`config.mk`:
```
export PLATFORM = sky130hd
export DESIGN_NAME = nic_host_ctrl
export DESIGN_NICKNAME = d
export VERILOG_FILES = /design/src/rtl/nic_host_ctrl.sv
export SDC_FILE = /design/constraint.sdc
export NUM_CORES = 1
export LEC_CHECK = 0
export CORE_MARGIN = 1.5
export CORE_UTILIZATION = 38
export CTS_CLUSTER_DIAMETER = 100
export DETAILED_ROUTE_END_ITERATION = 10
export MAX_ROUTING_LAYER = met4
export PLACE_DENSITY = 0.77
export SKIP_CTS_REPAIR_TIMING = 1
export SLEW_MARGIN = 20
export SYNTH_ARGS = -nofsm -noshare
export SYNTH_HDL_FRONTEND = slang
export SYNTH_SLANG_ARGS = --single-unit
```
`constraint.sdc`:
```
create_clock -name clk -period 1.9 [get_ports clk]
set_input_delay 0.38 -clock clk [delete_from_list [all_inputs] [get_ports clk]]
set_output_delay 0.38 -clock clk [all_outputs]
set_load 0.005 [all_outputs]
```
`src/rtl/nic_host_ctrl.sv`:
```
// nic_host_ctrl: processor-side master for one node of a 4-node ring NIC.
// Turns send requests into 64-bit ring packets, writes them to the NIC output
// buffer once it is free, and polls/reads arrived packets out to a
// valid/ready consumer port.
// Ports:
//   clk, reset_n                      clock, async active-low reset
//   tx_valid/tx_ready/tx_dest/tx_data send request handshake and payload
//   tx_err                            request to self dropped (1-cycle pulse)
//   tx_stall                          output buffer busy for POLL_LIMIT polls
//   rx_valid/rx_ready/rx_src/rx_vc/rx_data  received packet handshake
//   tx_count, rx_count                wrapping packet counters
//   nic_addr/nic_d_in/nic_d_out/nic_en/nic_wr_en  NIC register port
// Packet bits are numbered [0:63] with bit 0 as the MSB.
module nic_host_ctrl #(
  parameter int unsigned NODE_ID    = 0,
  parameter int unsigned POLL_LIMIT = 16
) (
  input  logic        clk,
  input  logic        reset_n,
  input  logic        tx_valid,
  output logic        tx_ready,
  input  logic [1:0]  tx_dest,
  input  logic [31:0] tx_data,
  output logic        tx_err,
  output logic        tx_stall,
  output logic        rx_valid,
  input  logic        rx_ready,
  output logic [1:0]  rx_src,
  output logic        rx_vc,
  output logic [31:0] rx_data,
  output logic [15:0] tx_count,
  output logic [15:0] rx_count,
  output logic [1:0]  nic_addr,
  output logic [0:63] nic_d_in,
  input  logic [0:63] nic_d_out,
  output logic        nic_en,
  output logic        nic_wr_en
);

  localparam int unsigned CNT_W  = 16;
  localparam int unsigned BUSY_W = 8;
  localparam int unsigned PKT_W  = 64;
  localparam logic [1:0]        NODE     = 2'(NODE_ID);
  localparam logic [BUSY_W-1:0] BUSY_LIM = BUSY_W'(POLL_LIMIT);

  localparam logic [1:0] ADDR_IN_BUF   = 2'b00;
  localparam logic [1:0] ADDR_IN_STAT  = 2'b01;
  localparam logic [1:0] ADDR_OUT_BUF  = 2'b10;
  localparam logic [1:0] ADDR_OUT_STAT = 2'b11;

  typedef enum logic [2:0] {
    S_IDLE,
    S_TX_POLL,
    S_TX_WRITE,
    S_RX_POLL,
    S_RX_READ
  } state_e;

  state_e            state_q, state_d;
  logic [0:PKT_W-1]  pkt_q, pkt_d;
  logic              rr_q, rr_d;
  logic [BUSY_W-1:0] busy_q, busy_d;
  logic [CNT_W-1:0]  tx_cnt_q, tx_cnt_d;
  logic [CNT_W-1:0]  rx_cnt_q, rx_cnt_d;
  logic              rx_valid_q, rx_valid_d;
  logic [1:0]        rx_src_q, rx_src_d;
  logic              rx_vc_q, rx_vc_d;
  logic [31:0]       rx_data_q, rx_data_d;

  logic [1:0]        dist_c;
  logic              dir_c;
  logic [7:0]        hop_c;
  logic [0:PKT_W-1]  pkt_c;
  logic              pick_tx_c;

  // Ring routing: shortest direction and hop thermometer from (dest - self) mod 4.
  assign dist_c = tx_dest - NODE;

  always_comb begin
    dir_c = 1'b0;
    hop_c = 8'h00;
    case (dist_c)
      2'd1:    hop_c = 8'h01;
      2'd2:    hop_c = 8'h03;
      2'd3:    begin dir_c = 1'b1; hop_c = 8'h01; end
      default: ;
    endcase
  end

  assign pkt_c = {NODE[1], dir_c, 6'b0, hop_c, 14'b0, NODE, tx_data};

  // TX wins in IDLE when it is the only candidate or it is TX's turn.
  assign pick_tx_c = tx_valid && (rx_valid_q || !rr_q);

  // Next-state and NIC access decode.
  always_comb begin
    state_d    = state_q;
    pkt_d      = pkt_q;
    rr_d       = rr_q;
    busy_d     = busy_q;
    tx_cnt_d   = tx_cnt_q;
    rx_cnt_d   = rx_cnt_q;
    rx_valid_d = rx_valid_q;
    rx_src_d   = rx_src_q;
    rx_vc_d    = rx_vc_q;
    rx_data_d  = rx_data_q;
    tx_ready   = 1'b0;
    tx_err     = 1'b0;
    nic_en     = 1'b0;
    nic_wr_en  = 1'b0;
    nic_addr   = ADDR_IN_BUF;

    if (rx_valid_q && rx_ready) rx_valid_d = 1'b0;

    case (state_q)
      S_IDLE: begin
        if (pick_tx_c) begin
          rr_d = 1'b1;
          if (dist_c == 2'd0) begin
            // Send to self is dropped without touching the NIC.
            tx_err   = 1'b1;
            tx_ready = 1'b1;
          end else begin
            pkt_d   = pkt_c;
            state_d = S_TX_POLL;
          end
        end else if (!rx_valid_q) begin
          rr_d    = 1'b0;
          state_d = S_RX_POLL;
        end
      end
      S_TX_POLL: begin
        nic_en   = 1'b1;
        nic_addr = ADDR_OUT_STAT;
        if (nic_d_out == '0) begin
          state_d = S_TX_WRITE;
        end else begin
          if (busy_q != BUSY_LIM) busy_d = busy_q + BUSY_W'(1);
          state_d = S_IDLE;
        end
      end
      S_TX_WRITE: begin
        nic_en    = 1'b1;
        nic_wr_en = 1'b1;
        nic_addr  = ADDR_OUT_BUF;
        tx_ready  = 1'b1;
        tx_cnt_d  = tx_cnt_q + CNT_W'(1);
        busy_d    = '0;
        state_d   = S_IDLE;
      end
      S_RX_POLL: begin
        nic_en   = 1'b1;
        nic_addr = ADDR_IN_STAT;
        state_d  = nic_d_out[63] ? S_RX_READ : S_IDLE;
      end
      S_RX_READ: begin
        nic_en     = 1'b1;
        nic_addr   = ADDR_IN_BUF;
        rx_src_d   = nic_d_out[30:31];
        rx_vc_d    = nic_d_out[0];
        rx_data_d  = nic_d_out[32:63];
        rx_valid_d = 1'b1;
        rx_cnt_d   = rx_cnt_q + CNT_W'(1);
        state_d    = S_IDLE;
      end
      default: state_d = S_IDLE;
    endcase
  end

  // State and datapath registers.
  always_ff @(posedge clk or negedge reset_n) begin
    if (!reset_n) begin
      state_q    <= S_IDLE;
      pkt_q      <= '0;
      rr_q       <= 1'b0;
      busy_q     <= '0;
      tx_cnt_q   <= '0;
      rx_cnt_q   <= '0;
      rx_valid_q <= 1'b0;
      rx_src_q   <= '0;
      rx_vc_q    <= 1'b0;
      rx_data_q  <= '0;
    end else begin
      state_q    <= state_d;
      pkt_q      <= pkt_d;
      rr_q       <= rr_d;
      busy_q     <= busy_d;
      tx_cnt_q   <= tx_cnt_d;
      rx_cnt_q   <= rx_cnt_d;
      rx_valid_q <= rx_valid_d;
      rx_src_q   <= rx_src_d;
      rx_vc_q    <= rx_vc_d;
      rx_data_q  <= rx_data_d;
    end
  end

  assign tx_stall = (busy_q == BUSY_LIM);
  assign rx_valid = rx_valid_q;
  assign rx_src   = rx_src_q;
  assign rx_vc    = rx_vc_q;
  assign rx_data  = rx_data_q;
  assign tx_count = tx_cnt_q;
  assign rx_count = rx_cnt_q;
  assign nic_d_in = pkt_q;

endmodule

```
==> flow_metrics.tcl, run 1 <==
set metrics [dict create \
    core-area_mm2 0.0138 \
    r2r_setup_slack_ns -0.09 \
    violations "negative setup slack" \
    setup_viol 14 \
    power.density_mw_per_mm2 1320 \
    synth_edf_count 0 \
    post-route-period-util 1.12 \
    die-area_mm2 0.0147 \
    vias 4701 \
    drt-pass1-iter-count 5 \
    yosysTopAreaCell "dfrtp_1" \
    clockBufferDepth 2 \
    grt-ovfl-total 0 \
    grt_pass1_vias 4973 \
    grt_max_degree 116 \
    initial_core_util 0.386 \
    postSynth.asyncResetShare 1.00 \
    wl_per_cell_um 17.3 \
    die_x_um 121 \
    crit_chain "inv_1 > ha_1 > or4b_4 > nor4_2 > dlymetal6s2s_1" \
    layoutNonFillerInstCount 936 \
    endpoint_kind "output pin" \
    clkPwrFrac 0.277 \
    p_int_w 0.00866 \
    power_switching_w 0.00348 \
    pwr-share-comb 0.398 \
    leakage_nw 4.37 \
    antenna_found_initial 0 \
    vias_per_cell 5.02 \
    gp_congestion 0.907 \
    cts_sinks 115 \
    seq_power_share 0.325 \
    critPathLaunchType "flop" \
    clk_pin_slew_worst_paths_ns 0.05 \
    hold_violations 0 \
    synthCells 434 \
    area_delta_synth_final_pct 72.8 \
    final_nets 849 \
    drtIter0Drc 123 \
    numPortBuffers 211 \
    die_y_um 121 \
    path_max_fanout 2 \
    crit_path_top_delay_cell "or4b_4" \
    synth_area_mm2 0.00531 \
    synthDominantCellAreaShare 0.542 \
    synth.avg_cell_area_um2 12.2 \
    status "complete, but fails checks" \
    synth-seq-cells 115 \
    htree_levels 4 \
    drive_gt1_frac 0.321 \
    crit_required_ns 1.52 \
    rsz0062_at_grt "yes" \
    skew_ns 0.00698 \
    root_buffer "clkbuf_16" \
    peakVddDrop_v 0.00101 \
    final_common_cell "clkdlybuf4s50_1" \
    grt_usage 0.228 \
    dp.cells 893 \
    yosys.cell_types.count 49 \
    worstMarginPinSlew_ns 0.613 \
    synth_warnings 0 \
    synth_area_leaders "dfrtp_1 (54%), mux2_2 (14%), buf_4 (4.2%)" \
    dp_hpwl_um 11600 \
    ys.flop_type "dfrtp_1" \
    rows 43 \
    num_antenna_cells 0 \
    drv_cap 0 \
    period_minus_slack_ns 2.13 \
    grt_pass1_wl_um 24800 \
    insertion_delay_ns 0.41 \
    hold_class "input pin to async pin" \
    critPathMaxStageDelay_ns 0.47 \
    sw_frac_of_total 0.287 \
    critPathKind "flop to output pin" \
    worstPathArrival_ns 1.75 \
    io-pin-count 241 \
    setup_slack_ns -0.233 \
    relSlewSlack 0.591 \
    final_cell_mix "clkdlybuf4s50_1 (161), dfrtp_1 (115), buf_4 (81)" \
    cts_tree "done" \
    ys_seq_area_frac 0.542 \
    detail-route-antenna-nets 0 \
    max_clock_freq_ghz 0.469 \
    finalWirelength_um 16200 \
    slew_violations 0 \
    post-place-ws_ns -0.757 \
    numCtsBuffers 17 \
    drc 0 \
]
-- layout make-up --
class	instances	area [um2]
sequential	115	2880
timing repair buffer	304	3000
multi-input combinational	293	2400
tap	180	225
inverter	12	47.5
fill	1001	4600
clock inverter	13	184
clock buffer	19	443
-- power by group through the flow --
stage / clock [W] / sequential [W] / combinational, W
3_5_place_dp: 0 / 0.00395 / 0.00454
5_1_grt: 0.00354 / 0.00406 / 0.00518
6_report: 0.00336 / 0.00395 / 0.00483
2_1_floorplan: 0 / 0.00394 / 0.00175
3_3_place_gp: 0 / 0.00388 / 0.00440
4_1_cts: 0.00343 / 0.00393 / 0.00459
-- worst max-delay path: cells and delay by family (launching register included) --
family	cells	cell delay, ns
buffers and inverters	2	0.23
flip-flops	1	0.37
adder cells (fa/ha/maj)	1	0.14
AND/OR/NAND/NOR	2	0.60
-- synthesized netlist by cell type, types with 5 or more instances --
cell type,n
a31oi_1,6
and3_1,10
buf_4,30
dfrtp_1,115
inv_1,11
mux2_2,68
nand2_1,25
nand3_1,15
nand4_1,11
nor2_1,9
nor3_1,7
nor4_1,34
o41ai_1,5
xnor2_1,22
xor2_1,8
-- layer usage --
layer	GRT usage	wire [um]
met5	-	0
met3	0.0691	1190
met2	0.380	8420
met4	0.112	480
met1	0.248	6120
-- flip-flops by register name, indices dropped and copies added (netlist names) --
name / cells
rx_vc: 1
rx_src: 2
rx_count: 16
rx_data: 32
rx_valid: 1
rr_q: 1
busy_q: 8
nic_d_in: 35
state_q: 3
tx_count: 16
-- logic make-up after synthesis --
logic type | count (synthesis) | share of synthesized area
muxes | 70 | 0.148
and+or+nand+nor | 130 | 0.142
DFF | 115 | 0.542
buffers and inverters | 54 | 0.0683
other | 1 | 0.000706
AOI/OAI and AO/OA | 30 | 0.0410
xor gates and xnor gates | 30 | 0.0495
adders and majority gates | 4 | 0.00942
-- through the flow --
step | setup TNS (ns) | power [W] | hold WS (ns) | cell area, um2 | utilization
after detailed placement | -10.76 | 0.00849 | 0.465 | 8100 | 0.588
final | -1.09 | 0.0121 | 0.0584 | 9180 | 0.666
after global routing | -2.31 | 0.0128 | 0.0850 | 9180 | 0.666
after global placement | -9.19 | 0.00828 | 0.451 | 8100 | 0.588
after floorplan | 0 | 0.00570 | 0.0844 | 5420 | -
after CTS | -6.49 | 0.0120 | 0.0804 | 8730 | 0.634
-- path summary, 6_finish.rpt --
path,start,end,cells after the start
max,busy_q[1],tx_stall,5
min,reset_n,tx_count[6],2
max reg2reg,busy_q[1],busy_q[2],7
min reg2reg,tx_count[15],tx_count[15],1
max in group asynchronous,reset_n,nic_d_in[58],2
min in group clk,nic_d_out[0],rx_vc,2
No activity file was read; power rests on OpenSTA's default activity.
==> run 2: changes to the inputs <==
Settings changed: REMOVE_ABC_BUFFERS from default to 1.
==> run 2 against run 1 <==
Against the previous run: count of clock-buffer cells in the layout increased by 3; non-clock buffer count increased by 13; total power decreased by 1.9%; sequential cell count unchanged; clock power decreased by 8.6%; maximum frequency decreased by 1.4%; cell area increased by 1.2%; critical endpoint unchanged; setup slack got worse by 0.030 ns; the flow still finishes with violations (negative setup slack); via count increased by 1.4%; utilization increased by 0.77 points; critical path type unchanged.
==> flow_metrics.tcl, run 2 (synthesis gave the netlist of run 1 again) <==
set metrics [dict create \
    grt_max_degree 52 \
    power_switching_w 0.00345 \
    final_cell_mix "clkdlybuf4s50_1 (157), dfrtp_1 (115), buf_4 (91)" \
    violations "negative setup slack" \
    finalSetupTns_ns -1.37 \
    finalWirelength_um 16600 \
    path_max_fanout 2 \
    reg2reg_to "busy_q[5]" \
    grt_usage 0.222 \
    area_delta_synth_final_pct 74.8 \
    critPathLaunchType "flop" \
    detail-route-antenna-nets 0 \
    insertion_delay_ns 0.42 \
    root_buffer "clkbuf_16" \
    hold-worst-slack_ns 0.333 \
    min_from "nic_d_out[41]" \
    crit_path_top_delay_cell "or4b_4" \
    critPathMaxStageDelay_ns 0.47 \
    pwr-share-comb 0.412 \
    relSlewSlack 0.605 \
    drc 0 \
    crit_chain "inv_2 > ha_1 > or4b_4 > nor4_2 > buf_2" \
    peakVddDrop_v 0.000826 \
    leakage_nw 4.41 \
    crit_required_ns 1.52 \
    antenna_found_initial 3 \
    worstMarginPinSlew_ns 0.588 \
    largest_reg_flops 35 \
    min_path_cells 3 \
    clkPwrFrac 0.258 \
    final_nets 862 \
    drtIter0Drc 185 \
    post-place-ws_ns -0.878 \
    power.density_mw_per_mm2 1280 \
    cts_tree "done" \
    r2r_cells 6 \
    grt-ovfl-total 0 \
    numCtsBuffers 17 \
    r2r_setup_slack_ns -0.09 \
    die_y_um 121 \
    met2_usage 0.372 \
    endpoint_kind "output pin" \
    drv_cap 0 \
    setup_slack_ns -0.263 \
    met3_usage 0.0658 \
    sw_frac_of_total 0.289 \
    post-route-period-util 1.14 \
    period_minus_slack_ns 2.16 \
    drt-pass1-iter-count 4 \
    slew_violations 0 \
    worstPathArrival_ns 1.78 \
    rsz0062_at_grt "yes" \
    hold_end "rx_data[22]" \
    initial_core_util 0.386 \
    drive_gt1_frac 0.348 \
    die-area_mm2 0.0147 \
    grt_pass1_vias 4909 \
    vias_per_cell 5.01 \
    cts_sinks 115 \
    clockBufferDepth 2 \
    numPortBuffers 211 \
    seq_power_share 0.331 \
    dp.cells 897 \
    clk_pin_slew_worst_paths_ns 0.06 \
    final_common_cell "clkdlybuf4s50_1" \
    dp_hpwl_um 12100 \
    rows 43 \
    hold_class "input pin to flop" \
    die_x_um 121 \
    wl_per_cell_um 17.5 \
    vias 4768 \
    busiest_layer "met2" \
    timing.rr.start "busy_q[0]" \
    setup_viol 17 \
    layoutNonFillerInstCount 951 \
    gp_congestion 0.868 \
    status "complete, but fails checks" \
    grt.met1_usage 0.246 \
    hold_violations 0 \
    critPathKind "flop to output pin" \
    max_clock_freq_ghz 0.462 \
    htree_levels 4 \
    p_int_w 0.00847 \
    grt_pass1_wl_um 24100 \
    io-pin-count 241 \
    skew_ns 0.00875 \
    core-area_mm2 0.0138 \
]
-- run 2: cell types whose count changed in the layout (fill, tap and decap cells not counted), sizes merged, moves of 2 or more --
cell | previous run | this run
buf | 98 | 111
diode | 0 | 3
clkinv | 6 | 4
bufinv | 4 | 2
clkbuf | 19 | 26
clkdlybuf4s50 | 161 | 157
-- run 2: final cells by class --
| type | count | area, um2 |
|---|---|---|
| Tap cell | 180 | 225 |
| Antenna cell | 3 | 7.51 |
| Clock buffer | 22 | 464 |
| Timing Repair Buffer | 317 | 3100 |
| Clock inverter | 9 | 106 |
| Inverter | 12 | 47.5 |
| Fill cell | 1022 | 4490 |
| Sequential cell | 115 | 2880 |
| Multi-Input combinational cell | 293 | 2450 |
-- run 2: per-stage QoR --
stage / utilization / total power, W / cell area (um2)
6_report: 0.674 / 0.0119 / 9280
5_1_grt: 0.674 / 0.0125 / 9280
4_1_cts: 0.632 / 0.0116 / 8700
3_5_place_dp: 0.590 / 0.00844 / 8130
3_3_place_gp: 0.590 / 0.00826 / 8130
2_1_floorplan: - / 0.00553 / 5100
-- run 2: power groups by stage --
stage	logic [W]	clock network, W	registers, W
floorplan	0.00155	0	0.00398
detailed placement	0.00450	0	0.00394
finish	0.00491	0.00307	0.00394
global placement	0.00437	0	0.00389
CTS	0.00454	0.00315	0.00392
global route	0.00524	0.00325	0.00405
-- run 2: worst max path at each step --
stage                             start  depth (start not counted)           end  slack (ns)
after floorplan              state_q[1]                          5  rx_count[12]       -1.22
after global placement    nic_d_out[42]                          7     busy_q[0]       -0.85
after detailed placement  nic_d_out[42]                          7     busy_q[5]       -0.88
after CTS                     busy_q[1]                          5      tx_stall       -0.94
after global routing          busy_q[0]                          5      tx_stall       -0.31
final                         busy_q[0]                          5      tx_stall       -0.26
-- run 2: worst max-delay path: cells and delay by family (launching register included) --
kind                       cells  cell delay (ns)
and+or+nand+nor                2             0.62
DFF                            1             0.39
buffers and inverters          2             0.22
adders and majority gates      1             0.14
-- run 2: layer usage --
| layer | vias to the layer above | part of all wire |
|---|---|---|
| met2 | 204 | 0.52 |
| met1 | 2368 | 0.39 |
| met3 | 26 | 0.067 |
| met4 | 0 | 0.022 |
| li1 | 2170 | - |
| met5 | - | 0 |
